===== src/rtl/pulse_train_generator_if.sv =====
// Pulse train generator bus.
// Groups the request, configuration and status signals of the pulse train
// generator so that a controller and the generator connect through a single port.
//   start, abort           request / cancel a train (master -> slave)
//   high_len, low_len      per-pulse high and low phase lengths in cycles
//   num_pulses             number of pulses in the train
//   out, busy, done        train output and status (slave -> master)
interface pulse_train_generator_if #(
    parameter int CNT_W = 8
);
    logic             start;
    logic             abort;
    logic [CNT_W-1:0] high_len;
    logic [CNT_W-1:0] low_len;
    logic [CNT_W-1:0] num_pulses;
    logic             out;
    logic             busy;
    logic             done;

    modport master (
        output start, abort, high_len, low_len, num_pulses,
        input  out, busy, done
    );

    modport slave (
        input  start, abort, high_len, low_len, num_pulses,
        output out, busy, done
    );
endinterface


===== src/rtl/pulse_train_generator.sv =====
// Pulse train generator.
// Emits a programmable train of clean pulses on a registered output and flags
// completion with a one-cycle done strobe. The configuration is captured when a
// start request is accepted in IDLE.
//   clk   system clock, rising edge
//   rst   asynchronous active-low reset
//   bus   slave side of pulse_train_generator_if:
//         start/abort in, high_len/low_len/num_pulses in, out/busy/done out
//
// state | meaning
// IDLE  | waiting for start; out=0, busy=0
// HIGH  | driving a pulse high for max(high_len,1) cycles
// LOW   | gap between pulses for max(low_len,1) cycles
// DONE  | one-cycle completion strobe, busy still high
module pulse_train_generator #(
    parameter int CNT_W = 8
) (
    input  logic                    clk,
    input  logic                    rst,
    pulse_train_generator_if.slave  bus
);
    typedef enum logic [1:0] {
        S_IDLE = 2'd0,
        S_HIGH = 2'd1,
        S_LOW  = 2'd2,
        S_DONE = 2'd3
    } state_t;

    localparam logic [CNT_W-1:0] ONE = CNT_W'(1);

    state_t           state;
    state_t           state_nxt;
    logic [CNT_W-1:0] cnt;
    logic [CNT_W-1:0] pulses_left;
    logic [CNT_W-1:0] high_cfg;
    logic [CNT_W-1:0] low_cfg;
    logic             out_nxt;
    logic             busy_nxt;
    logic             done_nxt;
    logic             accept;
    logic             phase_end;

    function automatic logic [CNT_W-1:0] at_least_one(input logic [CNT_W-1:0] v);
        return (v == '0) ? ONE : v;
    endfunction

    assign accept    = (state == S_IDLE) && bus.start && !bus.abort;
    assign phase_end = (cnt == ONE);

    always_ff @(posedge clk or negedge rst) begin
        if (!rst) begin
            state <= S_IDLE;
        end else begin
            state <= state_nxt;
        end
    end

    always_comb begin
        state_nxt = state;
        case (state)
            S_IDLE: begin
                if (accept) begin
                    state_nxt = (bus.num_pulses != '0) ? S_HIGH : S_DONE;
                end
            end
            S_HIGH: begin
                if (bus.abort) begin
                    state_nxt = S_IDLE;
                end else if (phase_end) begin
                    state_nxt = (pulses_left > ONE) ? S_LOW : S_DONE;
                end
            end
            S_LOW: begin
                if (bus.abort) begin
                    state_nxt = S_IDLE;
                end else if (phase_end) begin
                    state_nxt = S_HIGH;
                end
            end
            S_DONE: begin
                state_nxt = S_IDLE;
            end
            default: begin
                state_nxt = S_IDLE;
            end
        endcase
    end

    // Outputs are decoded from the next state and registered, so out/busy/done
    // come straight from flops and cannot glitch.
    always_comb begin
        out_nxt  = (state_nxt == S_HIGH);
        busy_nxt = (state_nxt != S_IDLE);
        done_nxt = (state_nxt == S_DONE);
    end

    always_ff @(posedge clk or negedge rst) begin
        if (!rst) begin
            bus.out  <= 1'b0;
            bus.busy <= 1'b0;
            bus.done <= 1'b0;
        end else begin
            bus.out  <= out_nxt;
            bus.busy <= busy_nxt;
            bus.done <= done_nxt;
        end
    end

    // Phase counter counts down to 1, then reloads for the next phase; the
    // remaining-pulse count drops on each HIGH->LOW hand-over.
    always_ff @(posedge clk or negedge rst) begin
        if (!rst) begin
            cnt         <= '0;
            pulses_left <= '0;
            high_cfg    <= '0;
            low_cfg     <= '0;
        end else begin
            case (state)
                S_IDLE: begin
                    if (accept) begin
                        high_cfg    <= at_least_one(bus.high_len);
                        low_cfg     <= at_least_one(bus.low_len);
                        pulses_left <= bus.num_pulses;
                        cnt         <= at_least_one(bus.high_len);
                    end
                end
                S_HIGH: begin
                    if (phase_end) begin
                        if (pulses_left > ONE) begin
                            cnt         <= low_cfg;
                            pulses_left <= pulses_left - ONE;
                        end
                    end else begin
                        cnt <= cnt - ONE;
                    end
                end
                S_LOW: begin
                    if (phase_end) begin
                        cnt <= high_cfg;
                    end else begin
                        cnt <= cnt - ONE;
                    end
                end
                default: begin
                end
            endcase
        end
    end
endmodule


===== src/flat_wrapper.sv =====
// flat-port wrapper written by rule: the top's interface ports become plain ports
module pulse_train_generator_flat 
#(
    parameter int CNT_W = 8
)
  (clk, rst, bus_start, bus_abort, bus_high_len, bus_low_len, bus_num_pulses, bus_out, bus_busy, bus_done);
  pulse_train_generator_if #(.CNT_W(CNT_W)) bus_i ();
  input  logic clk;
  input  logic rst;
  input wire logic [$bits(bus_i.start)-1:0] bus_start;
  input wire logic [$bits(bus_i.abort)-1:0] bus_abort;
  input wire logic [$bits(bus_i.high_len)-1:0] bus_high_len;
  input wire logic [$bits(bus_i.low_len)-1:0] bus_low_len;
  input wire logic [$bits(bus_i.num_pulses)-1:0] bus_num_pulses;
  output wire logic [$bits(bus_i.out)-1:0] bus_out;
  output wire logic [$bits(bus_i.busy)-1:0] bus_busy;
  output wire logic [$bits(bus_i.done)-1:0] bus_done;
  assign bus_i.start = bus_start;
  assign bus_i.abort = bus_abort;
  assign bus_i.high_len = bus_high_len;
  assign bus_i.low_len = bus_low_len;
  assign bus_i.num_pulses = bus_num_pulses;
  assign bus_out = bus_i.out;
  assign bus_busy = bus_i.busy;
  assign bus_done = bus_i.done;
  pulse_train_generator #(.CNT_W(CNT_W)) u_core (.clk(clk), .rst(rst), .bus(bus_i));
endmodule

===== config.mk =====
export PLATFORM = sky130hd
export DESIGN_NAME = pulse_train_generator_flat
export DESIGN_NICKNAME = d
export VERILOG_FILES = /design/src/rtl/pulse_train_generator_if.sv /design/src/rtl/pulse_train_generator.sv /design/src/flat_wrapper.sv
export SDC_FILE = /design/constraint.sdc
export NUM_CORES = 1
export LEC_CHECK = 0
export BUFFER_PORTS_ARGS = -buffer_cell sky130_fd_sc_hd__buf_4
export CAP_MARGIN = 20
export CORE_MARGIN = 5
export CORE_UTILIZATION = 57
export CTS_CLUSTER_DIAMETER = 40
export DETAILED_ROUTE_END_ITERATION = 8
export GPL_ROUTABILITY_DRIVEN = 0
export PLACE_DENSITY_LB_ADDON = 0.08
export SETUP_SLACK_MARGIN = 0.02
export SLEW_MARGIN = 20
export SYNTH_ARGS = -nofsm -noshare
export SYNTH_HDL_FRONTEND = slang
export SYNTH_SLANG_ARGS = --single-unit

===== constraint.sdc =====
create_clock -name clk -period 3.05 [get_ports clk]
set_input_delay 0.305 -clock clk [delete_from_list [all_inputs] [get_ports clk]]
set_output_delay 0.305 -clock clk [all_outputs]
set_load 0.05 [all_outputs]

==> results.ini <==
[outcome]
status=finished, final reports clean

[drt]
drt-pass1-iter-count=4
ant_nets=0
drc=0
vias=1878
wl_per_cell_um=16.1
routed_wl_um=5000
dr.first_iter.drc_count=152
vias_per_cell=6.06

[worst_setup_path]
crit_required_ns=3.25
crit_type=flip-flop to flip-flop
crit_path_max_fanout=13
reg2reg_to=u_core.pulses_left[4]$_DFFE_PN0P_
crit_arrival_ns=2.70
start_kind=flip-flop
regToRegSetupSlack_ns=0.55
cp-end-kind=flip-flop
reg2reg_from=u_core.cnt[1]$_DFFE_PN0P_
ff2ff_path_depth=7

[power_and_ir_drop]
p_switching_w=0.000905
p_int_w=0.00133
total_power_w=0.00223
pwr-share-comb_pct=41.8
p_leak_nw=1.07
switching_share_pct=40.6
pwr-share-clk_pct=17.0
power_density_mw_per_mm2=871
pwr-share-seq_pct=41.2
vdd_drop_max_mv=0.522

[synthesis]
syn_area_mm2=0.00220
synthArstFlopShare_pct=100
synth.distinct_cells=47
seq_area_frac_synth_pct=42.1
synth.most_common_cell=dfrtp_1
synth_edf_count=0
ys_seq_elements=37
avgSynthCellArea_um2=9.39
yosysTopAreaCellShare_pct=42.1
synthFlopType=dfrtp_1
yosysTopAreaCell=dfrtp_1
synth_cells=234
synth_fp_nets=270
synth.area.top_cells=dfrtp_1, mux2_2, o31ai_1
synth_common_cells=dfrtp_1, o21ai_0, a21oi_1, nor2_1
yosys_warnings=0

[sta]
slew_viol_final=0
clock_skew_ns=0.00856
fin_crit_sh_pct=82.0
slew_headroom_pct=58.3
finalHoldViolCount=0
worstMarginPinSlew_ns=0.619
rsz0062_at_grt=no
setup_violations=0
max_freq_mhz=400
finalCriticalPeriod_ns=2.50
tns_ns=0

[global_route]
grt-ovfl-total=0
grtUsageMet1_pct=30.1
met2_usage_pct=29.6
grt_max_degree=38
grt_pass1_wl_um=8420
track_usage_pct=20.5
antenna_found_initial=0
grt_pass1_vias=1794
gr-max-usage-layer=met1
grtUsageMet3_pct=3.60

[clocking]
cts-resized-gates=0
clk_pin_slew_ns=0.07
cts_max_level=2
cts.path.max_buffers=2
cts.sinks=37
cts_tree=done
post-cts-setup-buffers=0
ctsHoldBuffers=1
cts_buffers=5
clock-root-buffer=clkbuf_8
clock_latency_ns=0.29

[layout]
fin_nets=297
synthToLayoutAreaGrowth_pct=16.6
n_fill_cell=292
drive_gt1_share_pct=22.5
design_area_mm2=0.00256
antennaDiodeCount=0

[placed_design]
dpl.hpwl_um=3570
place_area_mm2=0.00245
port_buffers=30

[floorplanning]
fp.dieW_um=72.1
die_area_mm2=0.00520
rows=22
die_y_um=72.1
initial_core_util_pct=59.6
io_pins=31
core-area_mm2=0.00369

[hold_path]
hold_path_class=input pin to flip-flop
hold_start=bus_low_len[7]
min_to=u_core.low_cfg[7]$_DFFE_PN0P_
worstHoldPathCells=2

[run]
drv_cap=0

-- layout by cell type (no fill, tap or decap), drive strengths merged, types with 8 or more instances in the layout --
| cell type | count |
|---|---|
| o21ai | 19 |
| ha | 8 |
| nand2 | 14 |
| nor2 | 15 |
| dfrtp | 37 |
| o31ai | 14 |
| mux2 | 12 |
| inv | 12 |
| a21oi | 19 |
| buf | 35 |
| nor3 | 13 |
-- layout make-up --
class                           count  area, µm²  share of cell area (%)
Tap cell                           48       60.1                    2.34
Multi-Input combinational cell    168       1150                    45.0
Sequential cell                    37        926                    36.2
Inverter                           13       48.8                    1.91
Clock buffer                        7       96.3                    3.76
Timing Repair Buffer               36        273                    10.6
Clock inverter                      1       5.00                   0.195
-- routing by layer --
| layer | vias up | share of wire (%) |
|---|---|---|
| li1 | 917 | - |
| met1 | 892 | 48 |
| met2 | 59 | 44 |
| met3 | 10 | 6.0 |
| met4 | 0 | 1.9 |
| met5 | - | 0 |
-- kinds of logic (layout without fill, tap and decap cells) --
| logic type | after synthesis | count (layout) | share of synthesized area [%] |
|---|---|---|---|
| AO/OA/AOI/OAI | 79 | 79 | 25.1 |
| AND/OR/NAND/NOR | 66 | 66 | 15.4 |
| flip-flops | 37 | 37 | 42.1 |
| buffers and inverters | 29 | 57 | 5.41 |
| multiplexers | 12 | 12 | 6.15 |
| adder cells (fa/ha/maj) | 8 | 8 | 4.56 |
| XOR/XNOR | 3 | 3 | 1.20 |
-- through the flow --
step | setup WS (ns) | cells | hold WS, ns | utilization, %
5_1_grt | 0.395 | 310 | 0.244 | 69.4
3_3_place_gp | 0.667 | 301 | 0.297 | 66.4
2_1_floorplan | 0.732 | 234 | 0.00941 | -
3_5_place_dp | 0.573 | 301 | 0.294 | 66.4
6_report | 0.548 | 310 | 0.253 | 69.4
4_1_cts | 0.555 | 310 | 0.251 | 69.4
-- worst max-delay path: stages (launching register included) --
cell and delay, ns:
dfrtp_1 0.40, inv_1 0.09, ha_1 0.14, or4b_1 0.44, or2_1 0.42, a221oi_4 0.56
a21oi_2 0.09, a311oi_1 0.26
-- worst max-delay path by stage --
stage                                         start                                end  cells after the start
final                     u_core.cnt[1]$_DFFE_PN0P_  u_core.pulses_left[4]$_DFFE_PN0P_                      7
after global routing      u_core.cnt[1]$_DFFE_PN0P_  u_core.pulses_left[6]$_DFFE_PN0P_                      7
after CTS                 u_core.cnt[1]$_DFFE_PN0P_  u_core.pulses_left[4]$_DFFE_PN0P_                      7
after detailed placement  u_core.cnt[1]$_DFFE_PN0P_  u_core.pulses_left[4]$_DFFE_PN0P_                      7
after global placement    u_core.cnt[1]$_DFFE_PN0P_  u_core.pulses_left[4]$_DFFE_PN0P_                      7
after floorplan           u_core.cnt[1]$_DFFE_PN0P_          u_core.bus.busy$_DFF_PN0_                     10
-- power by group through the flow --
stage / registers (W) / clock network (W) / logic [W]
3_5_place_dp: 0.000921 / 0 / 0.000923
3_3_place_gp: 0.000913 / 0 / 0.000901
6_report: 0.000918 / 0.000380 / 0.000933
2_1_floorplan: 0.000899 / 0 / 0.000676
4_1_cts: 0.000913 / 0.000382 / 0.000927
5_1_grt: 0.000948 / 0.000405 / 0.00104
-- registers in the layout, indices dropped and copies added (netlist names) --
name                cells
u_core.cnt              8
u_core.high_cfg         8
u_core.low_cfg          8
u_core.pulses_left      8
u_core.state            2
u_core.bus.busy         1
u_core.bus.done         1
u_core.bus.out          1
(Power assumes the default switching activity.)
